## src/rtl/urcpu_pkg.sv

```systemverilog
// Shared constants and FSM state encoding for the urcpu write-back path.
package urcpu_pkg;

  localparam int URCPU_DATA_W = 20;
  localparam int URCPU_ADDR_W = 4;

  // Plain 2-bit type with constant states, so older code that compares raw bits keeps working.
  typedef logic [1:0] state_t;

  localparam state_t IDLE = 2'd0;
  localparam state_t WR_A = 2'd1;
  localparam state_t WR_B = 2'd2;

endpackage

```

## src/rtl/swap_writeback.sv

```systemverilog
// Serialises a swapped data pair into two register-file writes (A then B) and pulses done.
// Optional SWAP_WB_SAME_ADDR_SKIP_EN: when both destinations match, only the B write is issued.
module swap_writeback
  import urcpu_pkg::*;
#(
  parameter int DATA_W = URCPU_DATA_W,
  parameter int ADDR_W = URCPU_ADDR_W
) (
  input  logic              clk,
  input  logic              rst_n,
  input  logic              in_valid,
  output logic              in_ready,
  input  logic [DATA_W-1:0] output_a,
  input  logic [DATA_W-1:0] output_b,
  input  logic [ADDR_W-1:0] addr_a,
  input  logic [ADDR_W-1:0] addr_b,
  input  logic              wr_stall,
  output logic              wr_en,
  output logic [ADDR_W-1:0] wr_addr,
  output logic [DATA_W-1:0] wr_data,
  output logic              done
);

  state_t            state_reg, state_next;
  logic [DATA_W-1:0] a_reg, b_reg;
  logic [ADDR_W-1:0] addr_a_reg, addr_b_reg;
  logic              wr_en_reg, wr_en_next;
  logic [ADDR_W-1:0] wr_addr_reg, wr_addr_next;
  logic [DATA_W-1:0] wr_data_reg, wr_data_next;
  logic              done_reg, done_next;
  logic              accept;
  logic              same_addr;
  logic [DATA_W-1:0] src_a, src_b;
  logic [ADDR_W-1:0] src_addr_a, src_addr_b;

  // A new pair can enter while the B write is committing, giving one pair per two cycles.
  assign in_ready = (state_reg == IDLE) || ((state_reg == WR_B) && !wr_stall);
  assign accept   = in_valid && in_ready;

`ifdef SWAP_WB_SAME_ADDR_SKIP_EN
  assign same_addr = (addr_a == addr_b);
`else
  assign same_addr = 1'b0;
`endif

  // On an accept the outputs are loaded straight from the inputs, since the capture
  // registers only update on that same edge.
  assign src_a      = accept ? output_a : a_reg;
  assign src_b      = accept ? output_b : b_reg;
  assign src_addr_a = accept ? addr_a   : addr_a_reg;
  assign src_addr_b = accept ? addr_b   : addr_b_reg;

  always_comb begin
    state_next = state_reg;
    case (state_reg)
      IDLE: begin
        if (accept) state_next = same_addr ? WR_B : WR_A;
      end
      WR_A: begin
        if (!wr_stall) state_next = WR_B;
      end
      WR_B: begin
        if (!wr_stall) begin
          if (accept) state_next = same_addr ? WR_B : WR_A;
          else        state_next = IDLE;
        end
      end
      default: state_next = IDLE;
    endcase
  end

  always_comb begin
    wr_en_next   = (state_next != IDLE);
    wr_addr_next = wr_addr_reg;
    wr_data_next = wr_data_reg;
    if (state_next == WR_A) begin
      wr_addr_next = src_addr_a;
      wr_data_next = src_a;
    end else if (state_next == WR_B) begin
      wr_addr_next = src_addr_b;
      wr_data_next = src_b;
    end
    done_next = (state_reg == WR_B) && !wr_stall;
  end

  always_ff @(posedge clk or negedge rst_n) begin
    if (!rst_n) begin
      state_reg   <= IDLE;
      a_reg       <= '0;
      b_reg       <= '0;
      addr_a_reg  <= '0;
      addr_b_reg  <= '0;
      wr_en_reg   <= 1'b0;
      wr_addr_reg <= '0;
      wr_data_reg <= '0;
      done_reg    <= 1'b0;
    end else begin
      state_reg   <= state_next;
      wr_en_reg   <= wr_en_next;
      wr_addr_reg <= wr_addr_next;
      wr_data_reg <= wr_data_next;
      done_reg    <= done_next;
      if (accept) begin
        a_reg      <= output_a;
        b_reg      <= output_b;
        addr_a_reg <= addr_a;
        addr_b_reg <= addr_b;
      end
    end
  end

  assign wr_en   = wr_en_reg;
  assign wr_addr = wr_addr_reg;
  assign wr_data = wr_data_reg;
  assign done    = done_reg;

endmodule

```

## config.mk

```make
export PLATFORM = sky130hd
export DESIGN_NAME = swap_writeback
export DESIGN_NICKNAME = d
export VERILOG_FILES = /design/src/rtl/urcpu_pkg.sv /design/src/rtl/swap_writeback.sv
export SDC_FILE = /design/constraint.sdc
export NUM_CORES = 1
export LEC_CHECK = 0
export BUFFER_PORTS_ARGS = -buffer_cell sky130_fd_sc_hd__buf_2
export CAP_MARGIN = 10
export CORE_MARGIN = 5
export CORE_UTILIZATION = 56
export CTS_CLUSTER_DIAMETER = 40
export DETAILED_ROUTE_END_ITERATION = 16
export PLACE_DENSITY = 0.81
export SYNTH_ARGS = -nofsm -noshare
export SYNTH_HDL_FRONTEND = slang
export SYNTH_SLANG_ARGS = --single-unit
```

## constraint.sdc

```tcl
create_clock -name clk -period 4.1 [get_ports clk]
set_input_delay 0.615 -clock clk [delete_from_list [all_inputs] [get_ports clk]]
set_output_delay 0.615 -clock clk [all_outputs]
set_load 0.02 [all_outputs]
```

# ---- Word-level counts from Yosys, hierarchy flattened
# Index checks and enable logic that the tools add are counted.
dict set report op_classes {
  n_eq_ne 4
  muxes 13
  n_reduce_logical 7
}
# operator n
set ops {}
lappend ops {{$mux W20} 4}
lappend ops {{$mux W4} 4}
lappend ops {{$mux W2} 3}
lappend ops {{$pmux W2 S3} 1}
lappend ops {{$eq A2 B1 Y1 const B} 2}
lappend ops {{$eq A2 B2 Y1 const B} 2}
lappend ops {{$reduce_bool A2 Y1} 2}
lappend ops {{$logic_and A1 B1 Y1} 2}
lappend ops {{$logic_not A2 Y1} 1}
lappend ops {{$logic_not A1 Y1} 1}
lappend ops {{$logic_or A1 B1 Y1} 1}
lappend ops {{$mux W1} 1}
dict set report totals {
  reg_bits 76
}

# ---- Longest topological paths before layout
dict set report depth {
  ltp_word 10
  depth_mapped 8
}

# ---- Worst setup path before layout
# OpenSTA, ideal clock, no wires.
dict set report synth_path {
  kind {input -> register}
  start {input port wr_stall}
  end {register wr_addr_reg[0] (netlist: wr_addr[0])}
  t_arrival_ns 2.033
  t_required_ns 3.974
  path_slack_ns 1.941
  cell_stages 7
  path_buffers 2
  path_cell_list {mux2i_1 > o21ai_1 > ha_1 > nor2b_1 > clkbuf_1 > clkbuf_1 > a221o_1}
}
dict set report synth_between {
  elab_chain_len 9
}
# element line
set synth_rtl {}
lappend synth_rtl {{start, declared} swap_writeback.sv:17} ;# input logic wr_stall,
lappend synth_rtl {{$logic_not A1 Y1} swap_writeback.sv:37} ;# assign in_ready = (state_reg == IDLE) || ((state_reg == WR_B) && !wr_stall);
lappend synth_rtl {{$logic_and A1 B1 Y1} swap_writeback.sv:37}
lappend synth_rtl {{$logic_or A1 B1 Y1} swap_writeback.sv:37}
lappend synth_rtl {{$logic_and A1 B1 Y1} swap_writeback.sv:38} ;# assign accept = in_valid && in_ready;
lappend synth_rtl {{$mux W1} swap_writeback.sv:64} ;# if (accept) state_next = same_addr ? WR_B : WR_A;
lappend synth_rtl {{$mux W2} swap_writeback.sv:63} ;# if (!wr_stall) begin
lappend synth_rtl {{$pmux W2 S3} swap_writeback.sv:55} ;# case (state_reg)
lappend synth_rtl {{$eq A2 B1 Y1 / $eq A2 B2 Y1 (equally long branches)} {swap_writeback.sv:76, swap_writeback.sv:79}}
lappend synth_rtl {{$mux W4 / $reduce_bool A2 Y1 (equally long branches)} n/a}
lappend synth_rtl {{end signal, assigned} swap_writeback.sv:100} ;# wr_addr_reg <= wr_addr_next;
lappend synth_rtl {{end, declared} swap_writeback.sv:28} ;# logic [ADDR_W-1:0] wr_addr_reg, wr_addr_next;
# Several ways; a longest one is shown, not always the timed one. The select of a mux whose other input is x is not followed.
# A chain may end at the register's enable or synchronous reset.

# ---- Worst setup path after layout
dict set report layout_path {
  start {register state_reg[1]}
  end {register wr_data_reg[1] (netlist: wr_data[1])}
}
dict set report layout_between {
  elab_chain_len 9
}
# element line
set layout_rtl {}
lappend layout_rtl {{start, declared} swap_writeback.sv:24} ;# state_t state_reg, state_next;
lappend layout_rtl {{start signal, assigned} swap_writeback.sv:98} ;# state_reg <= state_next;
lappend layout_rtl {{$eq A2 B2 Y1} {swap_writeback.sv:37, swap_writeback.sv:55}}
lappend layout_rtl {{$logic_and A1 B1 Y1} swap_writeback.sv:37}
lappend layout_rtl {{$logic_or A1 B1 Y1} swap_writeback.sv:37}
lappend layout_rtl {{$logic_and A1 B1 Y1} swap_writeback.sv:38}
lappend layout_rtl {{$mux W1} swap_writeback.sv:64}
lappend layout_rtl {{$mux W2} swap_writeback.sv:63}
lappend layout_rtl {{$pmux W2 S3} swap_writeback.sv:55}
lappend layout_rtl {{$eq A2 B1 Y1 / $eq A2 B2 Y1 (equally long branches)} {swap_writeback.sv:76, swap_writeback.sv:79}}
lappend layout_rtl {{$mux W20 / $reduce_bool A2 Y1 (equally long branches)} n/a}
lappend layout_rtl {{end signal, assigned} swap_writeback.sv:101} ;# wr_data_reg <= wr_data_next;
lappend layout_rtl {{end, declared} swap_writeback.sv:29} ;# logic [DATA_W-1:0] wr_data_reg, wr_data_next;
# Several ways; a longest one is shown, not always the timed one. The select of a mux whose other input is x is not followed.

==> impl_metrics.ini <==
[drt]
antenna_left = 0
wl_per_cell_um = 17.3
drtPass1Iterations = 4
drt-initial-drc-count = 118
via_per_inst = 5.39
maxUsedRoutingLayer = met4
wl_um = 6170
routed-wl-met3_um = 442
drc_errors = 0
vias = 1924
wl_met2_um = 2820
wl_met1_um = 2860

[worst_setup_path]
end_kind = register
slowest_delay_ns = 0.87
crit_chain = nor2_1, nand2_1, o21a_1, ha_1, and2_1, a221o_1
cp.required_ns = 4.37
crit_arrival_ns = 2.82
path_delay_family = simple AND/OR/NAND/NOR gates
crit_type = register to register
cp-start-kind = register
path_buf_inv = 0
critPathSlowestCell = and2_1
path_max_fanout = 24
rrSetupSlack_ns = 1.55

[clock_network]
clock_latency_ns = 0.34
cts-resized-gates = 0
cts_tree = built
cts.sinks = 76
cts_made_buffers = 9
clockBufferDepth = 2
cts_hold_buffers = 0
cts_root_buf = clkbuf_8
clk_pin_slew_worst_paths_ns = 0.08
htreeDepth = 3
cts_setup_buffers = 0

[timing]
setup_ws_ns = 1.55
fmax_ghz = 0.392
grt_setup_unrepaired = no
finalHoldViolCount = 0
setup_viol = 0
fin_hold_ws_ns = 0.406
setup_tns_ns = 0
fin_crit_ns = 2.55
worst_pin_slew_ns = 0.997
skew_ns = 0.00860
relSlewSlack_pct = 33.5
period_share_pct = 62.3
slew_viol_final = 0

[global_routing]
grt_pass1_wl_um = 10600
grt_max_degree = 77
grt_antenna_before_repair = 0
track_usage_pct = 19.0
grt_pass1_vias = 2089
grt-ovfl-total = 0

[synthesis]
synth_cells = 201
synth-edff-count = 0
synth.distinct_cells = 21
ys_async_sr_fraction_pct = 100
syn_area_sq_um = 3100
ys_ff_latch = 76
ys_seq_area_share_pct = 61.3
syn_nets = 255
avgSynthCellArea_sq_um = 15.4
ys_warn_count = 0
ys_dominant_reg_cell = dfrtp_1

[flow_run]
maxCapViolCount = 0

[die]
design.core.area_sq_um = 5440
io_pins = 79
dieArea_sq_um = 7130
die_h_um = 84.5
dieWidth_um = 84.5
placementRows = 27
start_util_pct = 57.1

[placement]
numPortBuffers = 78
place_area_sq_um = 3520
hpwlAfterDp_um = 4210
routabilityCongestion = 0.725
place_ws_ns = 1.26

[finish]
register_area_sq_um = 1900
fin_nets = 334
antenna_cells = 0
multiInputGateArea_sq_um = 1100
fillers = 397
layout-drive-gt1-share_pct = 50.5
post-route-cell-area_sq_um = 3740
area_growth_pct = 20.4

[status]
outcome = completed

[power_and_ir_drop]
ir_drop_mv = 0.463
comb_power_share_pct = 45.1
switchingPower_mw = 1.21
netSwitchingFraction_pct = 35.0
leakagePower_nw = 1.83
power_frac_clock_pct = 17.8
power_mw = 3.44
internal_power_mw = 2.24
power_density_nw_per_um2 = 921
seqPwrFrac_pct = 37.1

[hold_path]
worst_hold_path_type = primary input to asynchronous set/reset pin
## path summary, 6_finish.rpt
check | startpoint | end | cells after the start
max in group asynchronous | rst_n | a_reg[8]$_DFF_PN0_ | 1
hold reg to reg | b_reg[0]$_DFF_PN0_ | b_reg[0]$_DFF_PN0_ | 1
setup / recovery | state_reg[1]$_DFF_PN0_ | wr_data[1]$_DFFE_PN0P_ | 6
min in group clk | b_reg[0]$_DFF_PN0_ | b_reg[0]$_DFF_PN0_ | 1
hold / removal | rst_n | state_reg[0]$_DFF_PN0_ | 1
setup reg to reg | state_reg[1]$_DFF_PN0_ | wr_data[1]$_DFFE_PN0P_ | 6
## per-stage QoR
stage	utilization [%]	instances
floorplan	-	201
global placement	64.7	341
detailed placement	64.7	341
CTS	68.7	357
global route	68.7	357
finish	68.7	357
## layer usage
metal | global-route usage (%) | vias up
li1 | - | 885
met1 | 25.6 | 971
met2 | 28.5 | 64
met3 | 7.07 | 4
met4 | 6.62 | 0
met5 | 0 | -
## power by group through the flow
stage          Sequential [mW]  Clock [mW]  Combinational (mW)
3_5_place_dp              1.29           0                1.56
6_report                  1.28       0.613                1.55
3_3_place_gp              1.28           0                1.51
2_1_floorplan             1.41           0                1.05
4_1_cts                   1.28       0.626                1.56
5_1_grt                   1.32       0.665                1.68
## cells in the final DEF, fill, tap and decap left out
master,count
nor3b_1,1
nand2_1,2
clkinv_2,1
nor2_1,1
o21ai_1,1
a21oi_2,1
o21a_1,1
bufinv_16,2
dfrtp_1,76
clkinvlp_4,2
mux2_2,25
clkbuf_8,9
clkinv_4,1
nor2b_1,24
mux2_1,3
and2_1,1
mux2_4,20
ha_1,2
mux2i_1,1
buf_4,4
clkbuf_1,1
nand2_2,1
buf_2,77
nor2b_2,1
inv_1,3
a221o_1,24
## cell families (layout without fill, tap and decap cells)
| kind of cell | Yosys count | after routing | synth area share, % |
|---|---|---|---|
| buffers and inverters | 16 | 100 | 3.31 |
| and+or+nand+nor | 31 | 31 | 6.05 |
| adders and majority gates | 2 | 2 | 0.806 |
| muxes | 49 | 49 | 20.2 |
| DFF | 76 | 76 | 61.3 |
| AOI/OAI and AO/OA | 27 | 27 | 8.42 |
## area by class of cell
cell class / count / area share (%)
clock inverters: 6 / 2.38
inverters: 3 / 0.301
repair buffers: 81 / 11.1
multi-input cells: 109 / 29.5
clock buffers: 10 / 3.41
well taps: 72 / 2.41
flip-flops and latches: 76 / 50.9
## synthesized netlist by cell type (2+ instances only)
master | instances | area (sq um)
dfrtp_1 | 76 | 1900
mux2_4 | 20 | 300
buf_2 | 2 | 10.0
buf_12 | 2 | 40.0
mux2_2 | 25 | 282
nand2_1 | 2 | 7.51
nor2b_1 | 25 | 156
clkbuf_1 | 8 | 30.0
mux2_1 | 3 | 33.8
ha_1 | 2 | 25.0
inv_1 | 3 | 11.3
a221o_1 | 24 | 240
Note: power is estimated with default switching activity, not from simulation.
